<file path="src/rtl/jk_stim_seq.sv">
// Command-driven J/K stimulus sequencer: queues {j,k}+hold commands in a small
// FIFO and plays each pair for hold+1 cycles, returning to the JK hold code when idle.
module jk_stim_seq #(
    parameter int DEPTH  = 4,
    parameter int HOLD_W = 4
) (
    input  logic                     clk,
    input  logic                     reset,
    input  logic                     cmd_valid,
    output logic                     cmd_ready,
    input  logic [1:0]               cmd_jk,
    input  logic [HOLD_W-1:0]        cmd_hold,
    output logic                     j,
    output logic                     k,
    output logic                     busy,
    output logic                     done,
    output logic [$clog2(DEPTH):0]   fifo_count
);

    localparam int PTR_W = $clog2(DEPTH);
    localparam int CNT_W = PTR_W + 1;

    typedef enum logic {IDLE, PLAY} state_t;

    logic [HOLD_W+1:0] mem_q [DEPTH];
    logic [PTR_W-1:0]  wr_ptr_q, rd_ptr_q;
    logic [CNT_W-1:0]  count_q;

    state_t            state_q, state_d;
    logic [1:0]        jk_q, jk_d;
    logic [HOLD_W-1:0] hold_q, hold_d;
    logic              done_q, done_d;

    logic              push, pop, fifo_empty;
    logic [1:0]        head_jk;
    logic [HOLD_W-1:0] head_hold;

    // Ready is taken from the registered count only, so a full FIFO never
    // accepts a push even on the cycle it pops.
    assign cmd_ready  = (count_q != CNT_W'(DEPTH));
    assign push       = cmd_valid && cmd_ready;
    assign fifo_empty = (count_q == '0);
    assign head_jk    = mem_q[rd_ptr_q][HOLD_W+1:HOLD_W];
    assign head_hold  = mem_q[rd_ptr_q][HOLD_W-1:0];

    always_ff @(posedge clk) begin
        if (reset && push) begin
            mem_q[wr_ptr_q] <= {cmd_jk, cmd_hold};
        end
    end

    always_ff @(posedge clk) begin
        if (!reset) begin
            wr_ptr_q <= '0;
            rd_ptr_q <= '0;
            count_q  <= '0;
        end else begin
            if (push) wr_ptr_q <= wr_ptr_q + 1'b1;
            if (pop)  rd_ptr_q <= rd_ptr_q + 1'b1;
            case ({push, pop})
                2'b10:   count_q <= count_q + 1'b1;
                2'b01:   count_q <= count_q - 1'b1;
                default: count_q <= count_q;
            endcase
        end
    end

    always_ff @(posedge clk) begin
        if (!reset) begin
            state_q <= IDLE;
            jk_q    <= '0;
            hold_q  <= '0;
            done_q  <= 1'b0;
        end else begin
            state_q <= state_d;
            jk_q    <= jk_d;
            hold_q  <= hold_d;
            done_q  <= done_d;
        end
    end

    always_comb begin
        state_d = state_q;
        jk_d    = jk_q;
        hold_d  = hold_q;
        done_d  = 1'b0;
        pop     = 1'b0;
        case (state_q)
            IDLE: begin
                jk_d = '0;
                if (!fifo_empty) begin
                    pop     = 1'b1;
                    jk_d    = head_jk;
                    hold_d  = head_hold;
                    state_d = PLAY;
                end
            end
            PLAY: begin
                if (hold_q != '0) begin
                    hold_d = hold_q - 1'b1;
                end else if (!fifo_empty) begin
                    pop    = 1'b1;
                    jk_d   = head_jk;
                    hold_d = head_hold;
                end else begin
                    state_d = IDLE;
                    jk_d    = '0;
                    done_d  = 1'b1;
                end
            end
        endcase
    end

    assign j          = jk_q[1];
    assign k          = jk_q[0];
    assign busy       = (state_q == PLAY);
    assign done       = done_q;
    assign fifo_count = count_q;

endmodule

</file>
<file path="config.mk">
export PLATFORM = sky130hd
export DESIGN_NAME = jk_stim_seq
export DESIGN_NICKNAME = d
export VERILOG_FILES = /design/src/rtl/jk_stim_seq.sv
export SDC_FILE = /design/constraint.sdc
export NUM_CORES = 1
export LEC_CHECK = 0
export CAP_MARGIN = 20
export CELL_PAD_IN_SITES_DETAIL_PLACEMENT = 1
export CELL_PAD_IN_SITES_GLOBAL_PLACEMENT = 1
export CORE_ASPECT_RATIO = 2
export CORE_MARGIN = 2
export CORE_UTILIZATION = 41
export CTS_CLUSTER_DIAMETER = 200
export CTS_CLUSTER_SIZE = 10
export DETAILED_ROUTE_END_ITERATION = 16
export GPL_TIMING_DRIVEN = 0
export PLACE_DENSITY_LB_ADDON = 0.1
export SKIP_LAST_GASP = 1
export SLEW_MARGIN = 20
export SYNTH_ARGS = -nofsm -noshare
export SYNTH_HDL_FRONTEND = slang
export SYNTH_SLANG_ARGS = --single-unit
</file>
<file path="constraint.sdc">
create_clock -name clk -period 2.5 [get_ports clk]
set_clock_uncertainty 0.1 [all_clocks]
set_input_delay 0.5 -clock clk [delete_from_list [all_inputs] [get_ports clk]]
set_output_delay 0.5 -clock clk [all_outputs]
set_load 0.01 [all_outputs]
</file>
==> summary.txt <==
Synth
  • Area share of fa/ha/maj cells after synthesis: 0.0607
  • Area fraction in compound gates after synthesis: 0.0558
  • Number of flops mapped to enable cells by yosys: 24
  • Combinational family with the most area after synthesis: simple AND/OR/NAND/NOR gates
  • Synth Area in Simple Gates: 0.139
  • Synthesized flop and latch total: 41
  • Number of unique standard cell types used by synthesis: 31
  • Cell area after synthesis: 0.00177 mm^2
  • Synth async-reset ratio: 0
  • Number of cells produced by synthesis: 129
  • Synthesized Nets: 146
  • Multiplexer fraction of the synthesized cell area: 0.0903
  • Warning count from the yosys run: 0
  • Average cell area after synthesis: 13.7 um^2
  • XOR/XNOR Fraction of Synth Area: 0.0198
  • Main flop type after synthesis: sky130_fd_sc_hd__edfxtp_1
  • Fraction of the yosys area taken by sequential cells: 0.598

Routing
  • Count of nets left with antenna violations after detail routing: 0
  • Total vias in the final route: 1074
  • Detail-routed via count per cell: 5.14
  • Iteration-0 DRC Markers: 15
  • Drt drc: 0
  • Number of optimization iterations in the first detailed-route pass: 4
  • WL/cell: 16.5 um
  • WL final: 3440 um

Min path
  • Class of the worst hold path: reg -> reg
  • Hold Crit Start: rd_ptr_q[1]
  • Hold-critical path depth: 2

Run status
  • Outcome: finished, final reports clean

STA
  • Slew of the pin with the lowest slew margin: 0.488 ns
  • Max Clk Rate: 0.407 GHz
  • Rel. slew slack: 0.672
  • Tightest hold margin: 0.398 ns
  • Min cycle time layout: 2.45 ns
  • Total Negative Setup Slacks: 0 ns
  • Number of pins exceeding their max-slew limit in the final report: 0
  • Count of final setup violators: 0
  • Unrepaired setup endpoints after global routing: yes
  • Crit share post-route: 0.982
  • Worst setup margin: 0.0457 ns
  • Hold violation total from the final report: 0

Pwr
  • Worst ir drop on vdd: 0.550 mV
  • Total power divided by cell area: 1000 mW/mm^2
  • P_leak: 0.779 nW
  • Power after layout: 2.13 mW

Final layout
  • Top library cells by usage in the layout, fill and taps aside: sky130_fd_sc_hd__edfxtp_1, sky130_fd_sc_hd__clkdlybuf4s50_1, sky130_fd_sc_hd__dfxtp_1
  • Synth-to-layout area growth: 20.0%
  • Total area of multi-input combinational cells: 666 um^2
  • Layout Cells excl Fill: 209
  • Nets@finish: 173
  • Antenna fix cells: 0
  • Fill cell instance count of the final layout: 427
  • Ratio of cells with drive above 1 in the final layout: 0.166
  • Area taken by flip-flops and latches: 0.00107 mm^2
  • Most common cell after layout, fill and taps aside: sky130_fd_sc_hd__edfxtp_1

Setup path
  • Crit path max-delay cell type: sky130_fd_sc_hd__or3b_4
  • Critical path launch point type: flop
  • Worst reg2reg startpoint: hold_q[0]
  • Crit Path Class: reg -> reg
  • Largest driver fanout on the critical path: 3
  • Chain of cells forming the critical path: inv_2 -> ha_1 -> or3b_4 -> a21oi_4 -> ha_4 -> inv_1 -> fa_2 -> xor2_1 -> or3_1 -> a21boi_1
  • Req. time, crit path: 2.62 ns
  • Register-to-Register Setup Slack: 0.05 ns
  • Worst R2R End: fifo_count[2]
  • Endpoint arrival time on the critical path: 2.57 ns
  • Cell family with the largest share of critical-path delay: simple AND/OR/NAND/NOR gates
  • Path depth of the worst reg2reg path: 10
  • CP Capture Type: flop
  • Delay of the slowest cell on the worst path: 0.40 ns
  • Bufs and invs on worst path: 2

Global routing
  • Global-route wire length before repair: 5600 um
  • GR Overflow Total: 0
  • Initial antenna violation count: 0
  • Pin count of the biggest net entering global routing: 13
  • Number of global-route vias before repair: 1212
  • Total global-route track usage: 0.159

CTS
  • Clock tree from TritonCTS: built
  • Clock Pin Slew Worst Setup and Hold Paths: 0.07 ns
  • Max Buffers Root-to-Sink: 2
  • Number of levels the H-tree was split into: 2
  • Cell at the root of the clock tree: sky130_fd_sc_hd__clkbuf_8
  • Number of sinks driven by the clock tree: 41
  • Total CTS buffers: 5
  • Clock latency reported for the late side of the worst-skew pair: 0.29 ns

Placement
  • Worst setup slack after placement: -0.236 ns
  • Half-perimeter wire length of the detailed placement result: 2600 um
  • Count of buffers from port buffering: 15
  • RePlAce Congestion: 0.688
  • Placed Cells incl. Taps: 196

Floorplan
  • Area of the placeable core: 0.00413 mm^2
  • Vertical die dimension: 97.0 um
  • Effective utilization at floorplan: 0.429
  • Number of top-level design ports: 17
  • Die Width: 50.5 um
  • Die area: 0.00490 mm^2
  • Number of placement rows: 33

Run
  • Maxcap violations: 0
stage by stage:
step,util,instance area (um^2)
2_1_floorplan,-,1780
3_3_place_gp,0.482,1990
3_5_place_dp,0.482,1990
4_1_cts,0.511,2110
5_1_grt,0.515,2130
6_report,0.515,2130
Yosys cell counts, types with 4 or more instances:
library cell               count  area (um^2)
sky130_fd_sc_hd__and2_1        7         43.8
sky130_fd_sc_hd__nand3b_1      4         30.0
sky130_fd_sc_hd__and3_1        8         50.1
sky130_fd_sc_hd__inv_1         8         30.0
sky130_fd_sc_hd__nand2_1      10         37.5
sky130_fd_sc_hd__edfxtp_1     24          721
sky130_fd_sc_hd__dfxtp_1      17          340
sky130_fd_sc_hd__mux4_1        4          105
sky130_fd_sc_hd__ha_1          7         87.6
tightest hold or removal path, delay by kind of cell (launching register included):
family | cells | cell delay (ns)
flops | 1 | 0.31
mux | 1 | 0.08
simple gates | 1 | 0.06
layer usage:
layer / GRT usage / vias up / wire (um)
met5: 0 / - / 0
met4: 0.0748 / 0 / 74
met3: 0.0340 / 8 / 87
met2: 0.312 / 17 / 2050
met1: 0.144 / 528 / 1230
li1: - / 521 / -
cell type report:
| cell class | instances | area share |
|---|---|---|
| Sequential cell | 41 | 0.501 |
| Multi-Input combinational cell | 75 | 0.313 |
| Timing Repair Buffer | 20 | 0.0882 |
| Clock buffer | 7 | 0.0359 |
| Tap cell | 52 | 0.0306 |
| Buffer | 5 | 0.0159 |
| Inverter | 8 | 0.0141 |
| Clock inverter | 1 | 0.00176 |
logic make-up (layout without fill, tap and decap cells):
kind of cell | Yosys count | after routing
mux | 7 | 7
buf+inv | 13 | 41
compound gates | 13 | 13
xor+xnor | 4 | 4
simple gates | 43 | 43
flops | 41 | 41
fa+ha+maj | 8 | 8
power by group:
part | leakage [nW] | switching, mW | total (mW) | internal [mW]
Combinational | 0.379 | 0.370 | 0.808 | 0.438
Sequential | 0.359 | 0.0933 | 0.922 | 0.829
Clock | 0.0399 | 0.204 | 0.398 | 0.194
Total | 0.779 | 0.667 | 2.13 | 1.46
sequential cells by signal, summed over array words and instances (netlist names), named ones only:
| name | cells |
|---|---|
| wr_ptr_q | 2 |
| busy | 1 |
| rd_ptr_q | 2 |
| done | 1 |
| mem_q | 24 |
| hold_q | 4 |
| fifo_count | 3 |
| jk_q | 2 |
worst max path at each step:
stage,from,cells after the start,to
floorplan,hold_q[0],10,fifo_count[2]
global placement,hold_q[0],10,fifo_count[2]
detailed placement,hold_q[0],10,fifo_count[2]
CTS,hold_q[0],10,fifo_count[2]
global route,hold_q[0],10,fifo_count[2]
finish,hold_q[0],10,fifo_count[2]
timing repair:
| action | in CTS | in global routing |
|---|---|---|
| buffers inserted | 3 | 2 |
| setup endpoints to repair | 2 | 1 |
| gates resized for setup | 8 | 2 |
| pin swaps | 1 | 2 |
| hold buffers | 0 | 0 |
Note: power is estimated with default switching activity, not from simulation.
